**src/rtl/branch_resolver.sv**
```systemverilog
// ---------------------------------------------------------------------------
// branch_resolver
//   Sits between fetch/execute and a 2-bit branch predictor. It requests a
//   prediction for each fetched branch and keeps the returned bits in an
//   in-order circular queue. When execute resolves the oldest branch, the
//   resolver compares the outcome with the stored prediction. It then reports
//   the outcome to the predictor. On a mispredict it flushes everything and
//   stalls fetch for a fixed recovery window.
//
//   Optional feature macro: RESOLVER_STATS_EN
//     defined   -> saturating branch/mispredict counters are built
//     undefined -> branch_count / miss_count are tied to 0
//
// Ports
//   clk          in   rising-edge clock
//   rst_n        in   asynchronous active-low reset (synchronised release)
//   fetch_branch in   fetch has a branch needing a prediction
//   stall        out  fetch must hold; fetch_branch ignored while high
//   request      out  prediction request pulse to the predictor
//   prediction   in   predictor answer, valid the cycle after request
//   pred_valid   out  captured prediction presented to fetch this cycle
//   pred_taken   out  the captured prediction bit
//   exec_valid   in   execute resolved the oldest outstanding branch
//   exec_taken   in   actual outcome of that branch
//   result       out  update strobe to the predictor
//   taken        out  actual outcome to the predictor
//   mispredict   out  resolved branch disagreed with its prediction
//   queue_level  out  reserved entries (pending + captured)
//   err_underrun out  sticky: resolve with no captured entry available
//   branch_count out  branches resolved (saturating)
//   miss_count   out  mispredicts (saturating)
// ---------------------------------------------------------------------------
module branch_resolver #(
  parameter int DEPTH        = 4,
  parameter int CNT_W        = 16,
  parameter int FLUSH_CYCLES = 2
) (
  input  logic                       clk,
  input  logic                       rst_n,
  input  logic                       fetch_branch,
  output logic                       stall,
  output logic                       request,
  input  logic                       prediction,
  output logic                       pred_valid,
  output logic                       pred_taken,
  input  logic                       exec_valid,
  input  logic                       exec_taken,
  output logic                       result,
  output logic                       taken,
  output logic                       mispredict,
  output logic [$clog2(DEPTH+1)-1:0] queue_level,
  output logic                       err_underrun,
  output logic [CNT_W-1:0]           branch_count,
  output logic [CNT_W-1:0]           miss_count
);

  localparam int PTR_W = $clog2(DEPTH);
  localparam int LVL_W = $clog2(DEPTH+1);
  localparam int FC_W  = (FLUSH_CYCLES > 1) ? $clog2(FLUSH_CYCLES) : 1;

  localparam logic [0:0] ST_RUN     = 1'b0;
  localparam logic [0:0] ST_RECOVER = 1'b1;

  localparam logic [LVL_W-1:0] LVL_ZERO = {LVL_W{1'b0}};
  localparam logic [LVL_W-1:0] LVL_FULL = LVL_W'(DEPTH);
  localparam logic [PTR_W-1:0] PTR_ZERO = {PTR_W{1'b0}};
  localparam logic [PTR_W-1:0] PTR_LAST = PTR_W'(DEPTH-1);
  localparam logic [FC_W-1:0]  FC_ZERO  = {FC_W{1'b0}};
  localparam logic [FC_W-1:0]  FC_LOAD  = FC_W'(FLUSH_CYCLES-1);

  // Pointers wrap explicitly so non-power-of-two depths work.
  function automatic logic [PTR_W-1:0] next_ptr(input logic [PTR_W-1:0] p);
    return (p == PTR_LAST) ? PTR_ZERO : p + PTR_W'(1);
  endfunction

  logic [1:0]       rst_sync_r;
  logic             rst_int_n_s;

  logic [0:0]       state_r, state_nx;
  logic [FC_W-1:0]  flush_cnt_r, flush_cnt_nx;
  logic [LVL_W-1:0] level_r, level_nx;
  logic [PTR_W-1:0] rd_ptr_r, wr_ptr_r, cap_ptr_r;
  logic [DEPTH-1:0] cap_r;     // slot holds a returned prediction
  logic [DEPTH-1:0] pred_r;    // returned prediction bit per slot
  logic             req_r;     // request in flight (stage 1)
  logic             s2_v_r;    // prediction arrives this cycle (stage 2)
  logic             stall_r, pred_valid_r, pred_taken_r;
  logic             result_r, taken_r, mispredict_r, err_underrun_r;

  logic run_s, accept_s, oldest_ready_s, resolve_s, miss_s;
  logic alloc_s, capture_s, underrun_s;

  // Reset synchroniser: assertion is immediate, release is aligned to clk.
  always_ff @(posedge clk or negedge rst_n) begin
    if (!rst_n) begin
      rst_sync_r <= 2'b00;
    end else begin
      rst_sync_r <= {rst_sync_r[0], 1'b1};
    end
  end

  assign rst_int_n_s = rst_sync_r[1];

  // Per-cycle event decode.
  always_comb begin
    run_s          = (state_r == ST_RUN);
    accept_s       = fetch_branch & ~stall_r & run_s;
    oldest_ready_s = (level_r != LVL_ZERO) & cap_r[rd_ptr_r];
    resolve_s      = exec_valid & run_s & oldest_ready_s;
    miss_s         = resolve_s & (pred_r[rd_ptr_r] != exec_taken);
    // A fetch in the cycle of a mispredict is on the wrong path.
    alloc_s        = accept_s & ~miss_s;
    capture_s      = s2_v_r & run_s & ~miss_s;
    // Covers empty queue, oldest still pending, and resolves during recovery.
    underrun_s     = exec_valid & ~resolve_s;
  end

  // FSM, recovery counter and occupancy next-state.
  always_comb begin
    state_nx     = state_r;
    flush_cnt_nx = flush_cnt_r;
    level_nx     = level_r;
    case (state_r)
      ST_RUN: begin
        if (miss_s) begin
          state_nx     = ST_RECOVER;
          flush_cnt_nx = FC_LOAD;
          level_nx     = LVL_ZERO;
        end else begin
          level_nx = level_r + LVL_W'(alloc_s) - LVL_W'(resolve_s);
        end
      end
      ST_RECOVER: begin
        level_nx = LVL_ZERO;
        if (flush_cnt_r == FC_ZERO) begin
          state_nx = ST_RUN;
        end else begin
          flush_cnt_nx = flush_cnt_r - FC_W'(1);
        end
      end
      default: begin
        state_nx     = ST_RUN;
        flush_cnt_nx = FC_ZERO;
        level_nx     = LVL_ZERO;
      end
    endcase
  end

  // Queue storage, request pipeline and registered outputs.
  always_ff @(posedge clk or negedge rst_int_n_s) begin
    if (!rst_int_n_s) begin
      state_r        <= ST_RUN;
      flush_cnt_r    <= FC_ZERO;
      level_r        <= LVL_ZERO;
      rd_ptr_r       <= PTR_ZERO;
      wr_ptr_r       <= PTR_ZERO;
      cap_ptr_r      <= PTR_ZERO;
      cap_r          <= {DEPTH{1'b0}};
      pred_r         <= {DEPTH{1'b0}};
      req_r          <= 1'b0;
      s2_v_r         <= 1'b0;
      stall_r        <= 1'b0;
      pred_valid_r   <= 1'b0;
      pred_taken_r   <= 1'b0;
      result_r       <= 1'b0;
      taken_r        <= 1'b0;
      mispredict_r   <= 1'b0;
      err_underrun_r <= 1'b0;
    end else begin
      state_r        <= state_nx;
      flush_cnt_r    <= flush_cnt_nx;
      level_r        <= level_nx;
      // Stall is registered from next state, so a resolve never frees a
      // slot for a fetch in the same cycle.
      stall_r        <= (state_nx == ST_RECOVER) | (level_nx == LVL_FULL);
      err_underrun_r <= err_underrun_r | underrun_s;
      result_r       <= resolve_s;
      taken_r        <= resolve_s & exec_taken;
      mispredict_r   <= miss_s;
      if (miss_s) begin
        // Flush: drop every entry and anything still in flight.
        rd_ptr_r     <= PTR_ZERO;
        wr_ptr_r     <= PTR_ZERO;
        cap_ptr_r    <= PTR_ZERO;
        cap_r        <= {DEPTH{1'b0}};
        req_r        <= 1'b0;
        s2_v_r       <= 1'b0;
        pred_valid_r <= 1'b0;
        pred_taken_r <= 1'b0;
      end else begin
        req_r        <= alloc_s;
        s2_v_r       <= req_r & run_s;
        pred_valid_r <= capture_s;
        pred_taken_r <= capture_s & prediction;
        if (alloc_s) begin
          wr_ptr_r <= next_ptr(wr_ptr_r);
        end
        // Capture and resolve never target the same slot: one is pending,
        // the other already captured.
        if (capture_s) begin
          cap_r[cap_ptr_r]  <= 1'b1;
          pred_r[cap_ptr_r] <= prediction;
          cap_ptr_r         <= next_ptr(cap_ptr_r);
        end
        if (resolve_s) begin
          cap_r[rd_ptr_r] <= 1'b0;
          rd_ptr_r        <= next_ptr(rd_ptr_r);
        end
      end
    end
  end

  assign stall        = stall_r;
  assign request      = req_r;
  assign pred_valid   = pred_valid_r;
  assign pred_taken   = pred_taken_r;
  assign result       = result_r;
  assign taken        = taken_r;
  assign mispredict   = mispredict_r;
  assign queue_level  = level_r;
  assign err_underrun = err_underrun_r;

`ifdef RESOLVER_STATS_EN
  logic [CNT_W-1:0] branch_cnt_r, miss_cnt_r;

  // Saturating statistics counters.
  always_ff @(posedge clk or negedge rst_int_n_s) begin
    if (!rst_int_n_s) begin
      branch_cnt_r <= {CNT_W{1'b0}};
      miss_cnt_r   <= {CNT_W{1'b0}};
    end else begin
      if (resolve_s && (branch_cnt_r != {CNT_W{1'b1}})) begin
        branch_cnt_r <= branch_cnt_r + CNT_W'(1);
      end
      if (miss_s && (miss_cnt_r != {CNT_W{1'b1}})) begin
        miss_cnt_r <= miss_cnt_r + CNT_W'(1);
      end
    end
  end

  assign branch_count = branch_cnt_r;
  assign miss_count   = miss_cnt_r;
`else
  assign branch_count = {CNT_W{1'b0}};
  assign miss_count   = {CNT_W{1'b0}};
`endif

endmodule

```
**config.mk**
```make
export PLATFORM = sky130hd
export DESIGN_NAME = branch_resolver
export DESIGN_NICKNAME = d
export VERILOG_FILES = /design/src/rtl/branch_resolver.sv
export SDC_FILE = /design/constraint.sdc
export NUM_CORES = 1
export LEC_CHECK = 0
export BUFFER_PORTS_ARGS = -buffer_cell sky130_fd_sc_hd__buf_2
export CORE_UTILIZATION = 50
export CTS_CLUSTER_DIAMETER = 50
export CTS_CLUSTER_SIZE = 20
export DETAILED_ROUTE_END_ITERATION = 10
export PLACE_DENSITY = 0.76
export SLEW_MARGIN = 20
export SYNTH_ARGS = -nofsm -noshare
export SYNTH_HDL_FRONTEND = slang
export SYNTH_SLANG_ARGS = --single-unit
```
**constraint.sdc**
```tcl
create_clock -name clk -period 1.3 [get_ports clk]
set_clock_uncertainty 0.15 [all_clocks]
set_input_delay 0 -clock clk [delete_from_list [all_inputs] [get_ports clk]]
set_output_delay 0 -clock clk [all_outputs]
set_load 0.01 [all_outputs]
```
==> results of run 1 <==
what timing repair did:
item / in CTS / in global routing
setup endpoints to repair: 26 / 26
setup buffers: 2 / 2
gates resized for setup: 17 / 6
pin swaps: 2 / 3
hold endpoints to repair: 10 / 1
routing by layer:
layer	global-route usage, %	up-vias
li1	-	497
met1	26.1	524
met2	33.3	34
met3	3.13	9
met4	8.50	0
met5	0	-
cells by family after synthesis:
family | share of synthesized area [%]
AO/OA/AOI/OAI | 8.09
buffers and inverters | 18.9
adder cells (fa/ha/maj) | 9.29
flip-flops | 44.8
AND/OR/NAND/NOR | 10.2
multiplexers | 6.00
other | 0.481
XOR/XNOR | 2.16
flip-flops by register name, summed over array words and instances (netlist names), 2 cells and up:
| register | flops |
|---|---|
| rd_ptr_r | 2 |
| cap_r | 4 |
| pred_r | 4 |
| rst_sync_r | 2 |
| cap_ptr_r | 2 |
| queue_level | 3 |
area by class of cell:
class                   instances  area [sq um]
fillers                       211           868
multi-input cells             100           825
flip-flops and latches         28           702
repair buffers                 49           340
well taps                      31          38.8
clock inverters                 1          30.0
inverters                       7          26.3
clock buffers                   3          22.5
per-stage QoR:
| stage | hold slack [ns] | cell area (sq um) |
|---|---|---|
| floorplan | -0.446 | 1720 |
| global placement | -0.364 | 1770 |
| detailed placement | -0.362 | 1770 |
| CTS | -0.214 | 1960 |
| global route | -0.229 | 1980 |
| finish | -0.207 | 1980 |
path summary, 6_finish.rpt:
| check | startpoint | to | slack, ns |
|---|---|---|---|
| min reg2reg | rst_sync_r[1] | rd_ptr_r[0] | 0.08 |
| max reg2reg | rd_ptr_r[0] | stall | -2.22 |
| max in group asynchronous | rst_n | rst_sync_r[0] | 0.53 |
| min in group asynchronous | rst_sync_r[1] | rd_ptr_r[0] | 0.08 |
| max | rd_ptr_r[0] | stall | -2.22 |
| min | fetch_branch | request | -0.21 |
cell usage in the layout (no fill, tap or decap), drive strengths merged:
| cell | count |
|---|---|
| buf | 44 |
| conb | 33 |
| dfrtp | 28 |
| a21oi | 11 |
| ha | 10 |
| nor2 | 7 |
| inv | 7 |
| dlygate4sd3 | 5 |
| a211oi | 4 |
| nand2 | 4 |
| mux2 | 4 |
| nor3b | 3 |
| clkbuf | 3 |
| nor3 | 3 |
| nor2b | 2 |
| a21o | 2 |
| a22o | 2 |
| mux4 | 2 |
| xor2 | 2 |
| and2 | 2 |
| nor4b | 2 |
| or3 | 1 |
| nand3 | 1 |
| xnor2 | 1 |
| or4b | 1 |
| nand2b | 1 |
| a211o | 1 |
| fa | 1 |
| bufinv | 1 |
worst max-delay path, delay by kind of cell, from the launching register on:
kind | cells | cell delay, ns
AND/OR/NAND/NOR | 3 | 0.73
adder cells (fa/ha/maj) | 3 | 0.68
multiplexers | 1 | 0.56
XOR/XNOR | 3 | 0.56
flip-flops | 1 | 0.43
AO/OA/AOI/OAI | 1 | 0.23
buffers and inverters | 2 | 0.09
power by group through the flow:
stage	clock, mW	sequential [mW]	combinational [mW]
after global placement	0	1.44	2.42
after detailed placement	0	1.47	2.54
after global routing	0.613	1.48	3.35
after floorplan	0	1.53	1.52
after CTS	0.587	1.45	2.94
final	0.573	1.45	3.06
==> impl_metrics.py, run 1 <==
metrics = {
    "worst_setup_path": {
        "max_stage_delay_ns": 0.56,
        "start_kind": "flop",
        "timing.reg2reg.worst_path_depth": 13,
        "crit_chain": "mux4_2 -> xor2_4 -> and2_4 -> or4b_4 -> ha_4 -> inv_2 -> ha_4 -> inv_2 -> fa_2 -> xor2_1 -> xnor2_1 -> nor4b_1 -> a211o_1",
        "cp_data_required_time_ns": 1.38,
        "worstSetupPathType": "reg -> reg",
        "cp-end-kind": "flop",
        "path_max_fanout": 3,
        "arrival_ns": 3.61,
        "slowest_stage": "mux4_2",
    },
    "pwr": {
        "fin_total_pwr_mw": 5.09,
        "comb_power_share_pct": 60.2,
        "sequentialPowerShare_pct": 28.5,
        "internal_power_mw": 3.14,
        "leakagePower_nw": 1.01,
        "power.density_nw_per_um2": 2560,
        "power_frac_clock_pct": 11.3,
        "switching_share_pct": 38.3,
        "ir_drop_mv": 1.24,
        "switchingPower_mw": 1.95,
    },
    "logic_synthesis": {
        "seq_area_frac_synth_pct": 44.8,
        "synth-edff-count": 0,
        "synth_area_leaders": "dfrtp_1 (45%), buf_4 (15%), ha_1 (8.0%), a21oi_1 (3.5%), mux2_2 (2.9%)",
        "synth-async-reset-ratio_pct": 100,
        "synth_cell_types": 34,
        "syn_area_sq_um": 1560,
        "synthCells": 141,
        "synthTopCellsByCount": "buf_4 (32), dfrtp_1 (28), a21oi_1 (11)",
        "synth-seq-cells": 28,
        "synth_top_cell_by_area": "dfrtp_1",
        "yosysMostFrequentCell": "buf_4",
        "yosys_warnings": 0,
        "synth_top_area_share_pct": 44.8,
        "synth-main-ff-cell": "dfrtp_1",
        "synth.avg_cell_area_sq_um": 11.1,
    },
    "placement": {
        "place_inst": 209,
        "place.gp.congestion": 0.808,
        "dpl_worst_slack_ns": -2.16,
        "port_buffers": 16,
        "hpwl_um": 2140,
    },
    "timing": {
        "fin_ws_ns": -2.22,
        "period_share_pct": 271,
        "final-hold-violation-count": 1,
        "maxSlewViolCount": 0,
        "fmax_ghz": 0.284,
        "grt_setup_unrepaired": "yes",
        "finalCriticalPeriod_ns": 3.52,
        "setup_viol": 26,
        "hold_ws_ns": -0.207,
        "setup_tns_ns": -20.58,
    },
    "floorplan": {
        "fp-row-count": 19,
        "die_area_sq_um": 3350,
        "fp.dieH_um": 57.9,
        "start_util_pct": 54.8,
        "core_area_sq_um": 2850,
        "dieWidth_um": 57.9,
        "pin_count": 49,
    },
    "routing": {
        "drt-met1-wl_um": 1250,
        "vias": 1064,
        "first_pass_iters": 9,
        "wl_met2_um": 1550,
        "drt-wirelength-per-cell_um": 13.7,
        "drc": 3,
        "top_layer_used": "met4",
        "ant_nets": 0,
        "via_per_inst": 4.86,
        "wl_met3_um": 114,
        "drtIter0Drc": 29,
        "drt-total-wl_um": 3010,
    },
    "clock_network": {
        "cts_buffers": 3,
        "clock-root-buffer": "clkbuf_4",
        "max-clock-path-buffers": 2,
        "cts_tree": "built",
        "clk_latency_ns": 0.34,
        "htreeDepth": 1,
        "cts.sinks": 28,
        "clk_pin_slew_ns": 0.15,
        "ctsHoldBuffers": 5,
    },
    "hold_path": {
        "min-delay-path-class": "in -> reg",
        "holdPathStages": 2,
    },
    "global_routing": {
        "track_usage_pct": 20.0,
        "globalRouteOverflowTotal": 0,
        "grt_pass1_wl_um": 4950,
        "antenna_found_initial": 0,
        "grt_pass1_vias": 1089,
        "grt_max_degree": 27,
    },
    "status": {
        "status": "complete, but fails checks",
        "violations": "DRC, hold timing, setup timing",
    },
    "finish": {
        "nets": 206,
        "fin_util_pct": 69.6,
        "syn2layout_area_growth_pct": 27.0,
        "drive_gt1_share_pct": 42.0,
        "antenna_cells": 0,
        "layoutNonFillerInstCount": 219,
    },
    "job": {
        "maxCapViolations": 0,
    },
}
Power figures use the tool's default switching activity.
==> run 2, diff against run 1 <==
--- a/config.mk
+++ b/config.mk
@@ -6,11 +6,11 @@
 export NUM_CORES = 1
 export LEC_CHECK = 0
 export BUFFER_PORTS_ARGS = -buffer_cell sky130_fd_sc_hd__buf_2
-export CORE_UTILIZATION = 50
+export CORE_UTILIZATION = 24
 export CTS_CLUSTER_DIAMETER = 50
 export CTS_CLUSTER_SIZE = 20
 export DETAILED_ROUTE_END_ITERATION = 10
-export PLACE_DENSITY = 0.76
+export PLACE_DENSITY = 0.42
 export SLEW_MARGIN = 20
 export SYNTH_ARGS = -nofsm -noshare
 export SYNTH_HDL_FRONTEND = slang
==> impl_metrics.py, run 2 (synthesis gave the netlist of run 1 again) <==
metrics = {
    "routing": {
        "drt-wirelength-per-cell_um": 12.1,
        "vias": 1037,
        "drc": 0,
        "ant_nets": 0,
        "first_pass_iters": 4,
        "drtIter0Drc": 27,
        "via_per_inst": 3.88,
        "drt-total-wl_um": 3240,
    },
    "clock_network": {
        "cts.sinks": 28,
        "clk_pin_slew_ns": 0.10,
        "htreeDepth": 1,
        "max-clock-path-buffers": 2,
        "clock-root-buffer": "clkbuf_8",
        "cts_tree": "built",
        "cts_buffers": 3,
        "clk_latency_ns": 0.28,
    },
    "worst_setup_path": {
        "start_kind": "flop",
        "r2r_end": "stall",
        "r2r_slack_ns": -2.18,
        "path_max_fanout": 3,
        "cp_data_required_time_ns": 1.32,
        "arrival_ns": 3.50,
        "worstReg2RegStart": "rd_ptr_r[0]",
        "timing.reg2reg.worst_path_depth": 13,
        "crit_chain": "mux4_2 -> xor2_4 -> and2_4 -> or4b_4 -> ha_4 -> inv_4 -> ha_4 -> inv_2 -> fa_2 -> xor2_2 -> xnor2_2 -> nor4b_2 -> a211o_1",
        "crit_top_cell": "ha_4",
        "worstSetupPathType": "reg -> reg",
        "max_stage_delay_ns": 0.57,
        "slowest_stage": "mux4_2",
        "cp-end-kind": "flop",
    },
    "placement": {
        "port_buffers": 16,
        "place.gp.congestion": 0.762,
        "hpwl_um": 2400,
    },
    "timing": {
        "fmax_ghz": 0.288,
        "period_share_pct": 268,
        "fin_ws_ns": -2.18,
        "finalCriticalPeriod_ns": 3.48,
        "setup_viol": 26,
        "hold_ws_ns": 0.0993,
        "setup_tns_ns": -21.15,
        "maxSlewViolCount": 0,
        "grt_setup_unrepaired": "yes",
        "final-hold-violation-count": 0,
    },
    "global_routing": {
        "track_usage_pct": 10.5,
        "antenna_found_initial": 0,
        "grt_pass1_wl_um": 5240,
        "grt_max_degree": 27,
        "globalRouteOverflowTotal": 0,
        "grt_pass1_vias": 1073,
    },
    "status": {
        "violations": "setup timing",
        "status": "complete, but fails checks",
    },
    "finish": {
        "syn2layout_area_growth_pct": 33.0,
        "drive_gt1_share_pct": 42.6,
        "antenna_cells": 0,
        "layout_commonest_cell": "conb_1",
        "layout_common_cells": "conb_1 (33), buf_4 (28), dfrtp_1 (27)",
        "nets": 208,
    },
    "floorplan": {
        "pin_count": 49,
        "die_area_sq_um": 6840,
        "fp.dieH_um": 82.7,
        "core_area_sq_um": 6310,
        "start_util_pct": 24.8,
        "dieWidth_um": 82.7,
        "fp-row-count": 29,
    },
    "job": {
        "maxCapViolations": 0,
    },
    "hold_path": {
        "min-delay-path-class": "reg -> async",
    },
    "pwr": {
        "leakagePower_nw": 1.03,
        "power.density_nw_per_um2": 2520,
        "ir_drop_mv": 0.779,
    },
}
-- run 2: changes by cell type in the layout (fill, tap and decap cells not counted), sizes merged --
cell,change
buf,+1
dlygate4sd3,+1
-- run 2: area by class of cell --
| type | instances | area (sq um) |
|---|---|---|
| sequential | 28 | 702 |
| timing repair buffer | 51 | 362 |
| fill | 667 | 4240 |
| multi-input combinational | 100 | 818 |
| tap | 77 | 96.3 |
| clock buffer | 3 | 41.3 |
| clock inverter | 1 | 30.0 |
| inverter | 7 | 28.8 |
-- run 2: worst max-delay path: cells and delay by family, from the launching register on --
family / cells / cell delay [ns]
adder cells (fa/ha/maj): 3 / 0.70
XOR/XNOR: 3 / 0.53
flip-flops: 1 / 0.41
AO/OA/AOI/OAI: 1 / 0.23
buffers and inverters: 2 / 0.08
multiplexers: 1 / 0.57
AND/OR/NAND/NOR: 3 / 0.72
-- run 2: report_power, final --
part           switching, mW  leakage (nW)  internal (mW)
combinational           1.46         0.644           1.63
sequential             0.220         0.347           1.24
clock                  0.279        0.0357          0.412
-- run 2: how the worst max path moves through the flow --
stage | to | cells after the start | from
3_3_place_gp | stall | 13 | rd_ptr_r[0]
5_1_grt | stall | 13 | rd_ptr_r[0]
4_1_cts | stall | 13 | rd_ptr_r[0]
6_report | stall | 13 | rd_ptr_r[0]
3_5_place_dp | stall | 13 | rd_ptr_r[0]
2_1_floorplan | stall | 14 | rd_ptr_r[0]
-- run 2: repair_timing --
item | 4_1_cts | 5_1_grt
endpoints found under the hold margin | 10 | 1
hold buffers | 5 | 1
setup endpoints to repair | 26 | 26
pin swaps | 0 | 4
gates resized for setup | 5 | 17
buffers inserted | 0 | 2
-- run 2: metrics by stage --
step           power, mW  setup slack [ns]  utilization, %  std cells  cell area, sq um
4_1_cts             4.87             -2.17            31.3        264              1980
6_report            5.24             -2.18            32.9        267              2080
3_3_place_gp        3.97             -2.08            29.0        255              1830
3_5_place_dp        4.04             -2.16            29.0        255              1830
2_1_floorplan       3.06             -2.24               -        172              1720
5_1_grt             5.67             -2.24            32.9        267              2080
-- run 2: routing by layer --
metal / GRT usage, % / vias up / routed length, um
met3: 1.98 / 2 / 105
met4: 4.14 / 0 / 28
met5: 0 / - / 0
met1: 12.6 / 516 / 1420
met2: 18.4 / 20 / 1680
li1: - / 499 / -
